File: config.mk
export PLATFORM = sky130hd
export DESIGN_NAME = risc_v_muldiv_flat
export DESIGN_NICKNAME = d
export VERILOG_FILES = /design/src/rtl/risc_v_muldiv_if.sv /design/src/rtl/risc_v_muldiv.sv /design/src/flat_wrapper.sv
export SDC_FILE = /design/constraint.sdc
export NUM_CORES = 1
export LEC_CHECK = 0
export CORE_ASPECT_RATIO = 1.1
export CORE_UTILIZATION = 55
export CTS_CLUSTER_DIAMETER = 120
export CTS_CLUSTER_SIZE = 40
export DETAILED_ROUTE_END_ITERATION = 8
export GPL_TIMING_DRIVEN = 0
export HOLD_SLACK_MARGIN = 0.02
export PLACE_DENSITY = 0.77
export SLEW_MARGIN = 30
export SYNTH_ARGS = -nofsm -noshare
export SYNTH_HDL_FRONTEND = slang
export SYNTH_SLANG_ARGS = --single-unit
export TNS_END_PERCENT = 1
File: constraint.sdc
create_clock -name clk -period 6.4 [get_ports clk]
set_input_delay 1.28 -clock clk [delete_from_list [all_inputs] [get_ports clk]]
set_output_delay 1.28 -clock clk [all_outputs]
set_load 0.03 [all_outputs]
File: src/rtl/risc_v_muldiv_if.sv
// risc_v_muldiv_if: request/response bundle of the RV32M multiply/divide unit.
//   master (issuing pipeline): drives start, funct3, operand_a, operand_b, dest_addr;
//                              reads busy, done, result, result_addr, reg_write
//   slave  (muldiv unit)     : the opposite directions
interface risc_v_muldiv_if #(
  parameter int DATA_WIDTH = 32,
  parameter int ADDR_WIDTH = 5
);
  logic                  start;
  logic [2:0]            funct3;
  logic [DATA_WIDTH-1:0] operand_a;
  logic [DATA_WIDTH-1:0] operand_b;
  logic [ADDR_WIDTH-1:0] dest_addr;
  logic                  busy;
  logic                  done;
  logic [DATA_WIDTH-1:0] result;
  logic [ADDR_WIDTH-1:0] result_addr;
  logic                  reg_write;

  modport master (output start, funct3, operand_a, operand_b, dest_addr,
                  input  busy, done, result, result_addr, reg_write);
  modport slave  (input  start, funct3, operand_a, operand_b, dest_addr,
                  output busy, done, result, result_addr, reg_write);
endinterface

File: src/rtl/risc_v_muldiv.sv
// risc_v_muldiv: iterative RV32M execution unit (bit-serial shift-add multiply,
// restoring divide), one bit per cycle, sign fix-up applied on the way out.
// Ports: clk, rst (async, active-high), bus (risc_v_muldiv_if.slave):
//   start/funct3/operand_a/operand_b/dest_addr in; busy/done/result/
//   result_addr/reg_write out (registered).
// Build option: define RISCV_MULDIV_DIV_EN to include the divider. Without it,
// any funct3[2]=1 op completes immediately with result 0 and no write-back.
module risc_v_muldiv #(
  parameter int DATA_WIDTH = 32,
  parameter int ADDR_WIDTH = 5
) (
  input logic            clk,
  input logic            rst,
  risc_v_muldiv_if.slave bus
);
  localparam int W  = DATA_WIDTH;
  localparam int CW = $clog2(DATA_WIDTH + 1);

  typedef enum logic [1:0] {IDLE, RUN, DONE} state_t;

  state_t                state;
  logic [CW-1:0]         cnt;
  logic [2:0]            f3;
  logic                  neg, special, wr_ok;
  logic [W-1:0]          spec_res, hi, lo, mcand;
  logic [ADDR_WIDTH-1:0] rd;

  // Operand decode at capture time: signedness, magnitudes, special cases.
  logic         sa, sb, spec_in;
  logic [W-1:0] mag_a, mag_b, spec_val;

  always_comb begin
    sa = 1'b0;
    sb = 1'b0;
    case (bus.funct3)
      3'b001, 3'b100, 3'b110: begin
        sa = bus.operand_a[W-1];
        sb = bus.operand_b[W-1];
      end
      3'b010:  sa = bus.operand_a[W-1];
      default: ;
    endcase
    mag_a    = sa ? -bus.operand_a : bus.operand_a;
    mag_b    = sb ? -bus.operand_b : bus.operand_b;
    spec_in  = 1'b0;
    spec_val = '0;
`ifdef RISCV_MULDIV_DIV_EN
    if (bus.funct3[2]) begin
      if (bus.operand_b == '0) begin
        spec_in  = 1'b1;
        spec_val = bus.funct3[1] ? bus.operand_a : '1;
      end else if (!bus.funct3[0] && bus.operand_a == {1'b1, {(W-1){1'b0}}}
                   && bus.operand_b == '1) begin
        spec_in  = 1'b1;
        spec_val = bus.funct3[1] ? '0 : bus.operand_a;
      end
    end
`else
    spec_in = bus.funct3[2];
`endif
  end

  // Multiply step: conditional add into the high half, then shift {carry,hi,lo} right.
  logic [W:0] sum;
  assign sum = {1'b0, hi} + (lo[0] ? {1'b0, mcand} : '0);

`ifdef RISCV_MULDIV_DIV_EN
  // Divide step: hi is the partial remainder, lo shifts the dividend out and
  // the quotient bits in.
  logic [W:0] sh, dif;
  logic       fits;
  assign sh   = {hi, lo[W-1]};
  assign dif  = sh - {1'b0, mcand};
  assign fits = sh >= {1'b0, mcand};
`endif

  logic [2*W-1:0] prod;
  logic [W-1:0]   fin;

  always_comb begin
    prod = neg ? -{hi, lo} : {hi, lo};
    fin  = '0;
    if (special) fin = spec_res;
    else begin
      case (f3)
        3'b000:                 fin = prod[W-1:0];
        3'b001, 3'b010, 3'b011: fin = prod[2*W-1:W];
`ifdef RISCV_MULDIV_DIV_EN
        3'b100, 3'b101:         fin = neg ? -lo : lo;
        3'b110, 3'b111:         fin = neg ? -hi : hi;
`endif
        default:                fin = '0;
      endcase
    end
  end

  always_ff @(posedge clk or posedge rst) begin
    if (rst) begin
      state           <= IDLE;
      cnt             <= '0;
      f3              <= '0;
      neg             <= 1'b0;
      special         <= 1'b0;
      wr_ok           <= 1'b0;
      spec_res        <= '0;
      hi              <= '0;
      lo              <= '0;
      mcand           <= '0;
      rd              <= '0;
      bus.busy        <= 1'b0;
      bus.done        <= 1'b0;
      bus.result      <= '0;
      bus.result_addr <= '0;
      bus.reg_write   <= 1'b0;
    end else begin
      bus.done      <= 1'b0;
      bus.reg_write <= 1'b0;
      case (state)
        IDLE: if (bus.start) begin
          f3       <= bus.funct3;
          rd       <= bus.dest_addr;
          neg      <= (bus.funct3 == 3'b110) ? sa : (sa ^ sb);
          special  <= spec_in;
          spec_res <= spec_val;
`ifdef RISCV_MULDIV_DIV_EN
          wr_ok    <= bus.dest_addr != '0;
`else
          wr_ok    <= (bus.dest_addr != '0) && !bus.funct3[2];
`endif
          hi       <= '0;
          // Divide: lo holds the dividend, mcand the divisor.
          // Multiply: lo holds the multiplier, mcand the multiplicand.
          lo       <= bus.funct3[2] ? mag_a : mag_b;
          mcand    <= bus.funct3[2] ? mag_b : mag_a;
          cnt      <= CW'(W);
          bus.busy <= 1'b1;
          state    <= spec_in ? DONE : RUN;
        end
        RUN: begin
`ifdef RISCV_MULDIV_DIV_EN
          if (f3[2]) begin
            hi <= fits ? dif[W-1:0] : sh[W-1:0];
            lo <= {lo[W-2:0], fits};
          end else
`endif
          begin
            hi <= sum[W:1];
            lo <= {sum[0], lo[W-1:1]};
          end
          cnt <= cnt - CW'(1);
          if (cnt == CW'(1)) state <= DONE;
        end
        DONE: begin
          bus.busy        <= 1'b0;
          bus.done        <= 1'b1;
          bus.result      <= fin;
          bus.result_addr <= rd;
          bus.reg_write   <= wr_ok;
          state           <= IDLE;
        end
        default: state <= IDLE;
      endcase
    end
  end
endmodule

File: src/flat_wrapper.sv
// flat-port wrapper written by rule: the top's interface ports become plain ports
module risc_v_muldiv_flat 
#(
  parameter int DATA_WIDTH = 32,
  parameter int ADDR_WIDTH = 5
)
  (clk, rst, bus_start, bus_funct3, bus_operand_a, bus_operand_b, bus_dest_addr, bus_busy, bus_done, bus_result, bus_result_addr, bus_reg_write);
  risc_v_muldiv_if #(.DATA_WIDTH(DATA_WIDTH), .ADDR_WIDTH(ADDR_WIDTH)) bus_i ();
  input logic clk;
  input logic rst;
  input wire logic [$bits(bus_i.start)-1:0] bus_start;
  input wire logic [$bits(bus_i.funct3)-1:0] bus_funct3;
  input wire logic [$bits(bus_i.operand_a)-1:0] bus_operand_a;
  input wire logic [$bits(bus_i.operand_b)-1:0] bus_operand_b;
  input wire logic [$bits(bus_i.dest_addr)-1:0] bus_dest_addr;
  output wire logic [$bits(bus_i.busy)-1:0] bus_busy;
  output wire logic [$bits(bus_i.done)-1:0] bus_done;
  output wire logic [$bits(bus_i.result)-1:0] bus_result;
  output wire logic [$bits(bus_i.result_addr)-1:0] bus_result_addr;
  output wire logic [$bits(bus_i.reg_write)-1:0] bus_reg_write;
  assign bus_i.start = bus_start;
  assign bus_i.funct3 = bus_funct3;
  assign bus_i.operand_a = bus_operand_a;
  assign bus_i.operand_b = bus_operand_b;
  assign bus_i.dest_addr = bus_dest_addr;
  assign bus_busy = bus_i.busy;
  assign bus_done = bus_i.done;
  assign bus_result = bus_i.result;
  assign bus_result_addr = bus_i.result_addr;
  assign bus_reg_write = bus_i.reg_write;
  risc_v_muldiv #(.DATA_WIDTH(DATA_WIDTH), .ADDR_WIDTH(ADDR_WIDTH)) u_core (.clk(clk), .rst(rst), .bus(bus_i));
endmodule
==> results.yml <==
critical_path:
  crit_slowest_cell: "a2111oi_2"
  slowest_delay_ns: 0.55
  cp_top_family: "compound AO/OA/AOI/OAI gates"
  path_buf_inv: 3
  r2r-end: "u_core.hi[24]$_DFFE_PP0P_"
  cp_max_fo: 10
  r2r_cells: 13
  start_kind: "flip-flop"
  r2r_start: "u_core.lo[0]$_DFFE_PP0P_"
  critPathKind: "reg -> reg"
  required_ns: 6.72
  crit_arrival_ns: 4.72
  reg2reg_slack_ns: 2.00
  end_kind: "flip-flop"
  startpoint: "u_core.lo[0]$_DFFE_PP0P_"
  worstPathCellList: "clkbuf_1 -> clkbuf_1 -> nand2_1 -> inv_1 -> ha_1 -> a211oi_1 -> o21ai_0 -> a211o_1 -> and2_1 -> a2111oi_2 -> a211oi_1 -> o21a_1 -> a221o_1"
floorplanning:
  die_y_microns: 152
  rows: 54
  start_util: 0.564
  die_area_sq_um: 21000
  die_w_microns: 138
  core_sq_um: 19900
  io-pin-count: 115
global_route:
  antenna_found_initial: 0
  grt_overflow: 0
  grt_max_degree: 98
  grt_pass1_wl_microns: 57400
  grt_usage: 0.352
  grt_pass1_vias: 10600
sta:
  period_minus_slack_ns: 4.40
  clock_skew_ns: 0.0106
  setup_viol: 0
  fin_tns_setup_ns: 0
  fin_crit_sh: 0.688
  grt_setup_unrepaired: "no"
  hold_viol: 0
  final_max_slew_viol_count: 0
  max_clock_freq_mhz: 227
  tightest_slew_ns: 0.902
  slew_headroom: 0.391
clock_tree:
  cts_resized: 0
  htree_levels: 4
  cts_root_buffer: "clkbuf_16"
  cts_inserted_buffers: 17
  cts_tree: "yes"
  cts_buffer_depth: 2
  cts_hold_buf: 0
  cts_setup_buffers: 0
  path_clk_slew_ns: 0.07
  clk_latency_ns: 0.44
  clock-sinks: 154
power:
  cellPowerDensity_nw_per_um2: 512
  clkPwrFrac: 0.150
  combPwrFrac: 0.567
  p_int_mw: 3.45
  leakagePower_nw: 5.46
  peakVddDrop_mv: 0.222
  p_seq_frac: 0.283
  switching_share: 0.494
  finalPower_mw: 6.82
  p_sw_mw: 3.37
drt:
  via_count: 11100
  routed_wl_microns: 36500
  drtPass1Iterations: 9
  routedWlPerCell_microns: 20.6
  drtIter0Drc: 1149
  drc: 4
  routed_via_density: 6.27
  antenna_left: 0
yosys:
  syn_inst: 1375
  yosysTopAreaCell: "dfrtp_1"
  ys_seq_area_frac: 0.343
  synth_area_per_cell_sq_um: 8.18
  synth_cell_types: 72
  ys_ff_latch: 154
  syn-num-nets: 1488
  ys_top_cells_by_area: "dfrtp_1, xnor2_1, o21ai_0, nand2_1, a21oi_1"
  async_flop_share: 1.00
  ys_warn_count: 0
  netlist_area_sq_um: 11200
  synth_edf_count: 0
  yosysTopAreaCellShare: 0.343
  ys.flop_type: "dfrtp_1"
run_status:
  violations: "design-rule violations"
  status: "finished, violations left"
finish:
  antennaDiodeCount: 0
  fill_cells: 1671
  post-route-util: 0.668
  final_area_sq_um: 13300
  area_growth_pct: 18.4
  fin_nets: 1621
  drive_gt1_frac: 0.0408
worst_hold_path:
  holdPathStages: 2
  hp-class: "reg -> reg"
  hp-start: "u_core.rd[1]$_DFFE_PP0P_"
  min_to: "u_core.bus.result_addr[1]$_DFFE_PP0P_"
placement:
  gp_congestion: 0.991
  hpwlAfterDp_microns: 28700
  placed_cell_area_sq_um: 12700
  port_buffers: 113
run:
  max_cap_violations: 0
## metal layers
metal | vias up | wire length, microns | global-route usage
met1 | 5323 | 15300 | 0.457
met4 | 0 | 1540 | 0.166
li1 | 5227 | - | -
met2 | 487 | 17300 | 0.587
met5 | - | 0 | 0
met3 | 84 | 2360 | 0.0422
## kinds of logic after synthesis
| kind of cell | count (synthesis) | share of synthesized area |
|---|---|---|
| AOI/OAI and AO/OA | 438 | 0.249 |
| xor gates and xnor gates | 138 | 0.108 |
| adders and majority gates | 38 | 0.0430 |
| buffers and inverters | 117 | 0.0397 |
| DFF | 154 | 0.343 |
| muxes | 9 | 0.00835 |
| and+or+nand+nor | 481 | 0.210 |
## power groups by stage
stage / Sequential (mW) / Combinational (mW) / Clock (mW)
after floorplan: 1.98 / 2.41 / 0
after global placement: 1.91 / 3.70 / 0
after detailed placement: 1.92 / 3.78 / 0
after CTS: 1.91 / 3.81 / 1.03
after global routing: 1.99 / 4.18 / 1.07
final: 1.93 / 3.87 / 1.02
## cell usage after synthesis, types with 14 or more instances
cell type,n
ha_1,37
nor2_1,115
o21ai_0,144
inv_1,37
o31ai_1,16
xor2_1,44
or3_1,17
a21oi_1,94
and2_1,41
a22oi_1,31
nand2_1,175
o221ai_1,20
nor3_1,23
nor4_1,15
a221oi_1,15
nand3_1,21
a21o_1,14
a22o_1,14
xnor2_1,94
dfrtp_1,154
clkbuf_1,71
## metrics by stage
stage | hold slack, ns | instances | setup slack, ns
after floorplan | 0.439 | 1375 | 0.970
after global placement | 0.449 | 1740 | -1.03
after detailed placement | 0.458 | 1741 | 1.97
after CTS | 0.474 | 1773 | 2.11
after global routing | 0.498 | 1773 | 1.76
final | 0.473 | 1773 | 2.00
## registers in the layout, summed over array words and instances (netlist names)
register,cells
u_core.bus.result_addr,5
u_core.neg,1
u_core.bus.done,1
u_core.bus.busy,1
u_core.special,1
u_core.hi,32
u_core.bus.reg_write,1
u_core.lo,32
u_core.f3,2
u_core.rd,5
u_core.wr_ok,1
u_core.state,2
u_core.bus.result,32
u_core.cnt,6
u_core.mcand,32
## how the worst max path moves through the flow
stage,end,slack [ns],cells past startpoint
after floorplan,u_core.bus.busy$_DFFE_PP0P_,0.97,1
after global placement,u_core.lo[5]$_DFFE_PP0P_,-1.03,2
after detailed placement,u_core.lo[16]$_DFFE_PP0P_,1.97,10
after CTS,u_core.hi[24]$_DFFE_PP0P_,2.11,13
after global routing,u_core.hi[24]$_DFFE_PP0P_,1.76,13
final,u_core.hi[24]$_DFFE_PP0P_,2.00,13
## placed cells by master (no fill, tap or decap), drive strengths merged, types with 9 or more instances in the layout
master / instances
or3: 17
o31ai: 18
a22o: 14
o221ai: 20
a221oi: 15
o41ai: 11
a21oi: 94
xnor2: 94
nand2: 175
dfrtp: 154
ha: 37
o21a: 9
a22oi: 31
nor3: 26
nor2: 115
nand2b: 9
or4: 11
and2: 41
clkbuf: 89
clkdlybuf4s50: 113
a31oi: 11
nand3: 21
a21o: 14
buf: 10
o21ai: 150
xor2: 44
inv: 46
o21bai: 11
nor4: 19
## tightest hold or removal path, cell delays in order, from the launching register on
cell     delay [ns]
dfrtp_1        0.35
nand2_1        0.05
nand2_1        0.05
## final cells by class
cell class / count / area, sq um / area share
Buffer: 80 / 308 / 0.0231
Clock buffer: 18 / 439 / 0.0330
Clock inverter: 14 / 150 / 0.0113
Inverter: 37 / 146 / 0.0110
Multi-Input combinational cell: 1104 / 6940 / 0.521
Sequential cell: 154 / 3850 / 0.289
Tap cell: 252 / 315 / 0.0237
Timing Repair Buffer: 114 / 1160 / 0.0870
(Power assumes the default switching activity.)
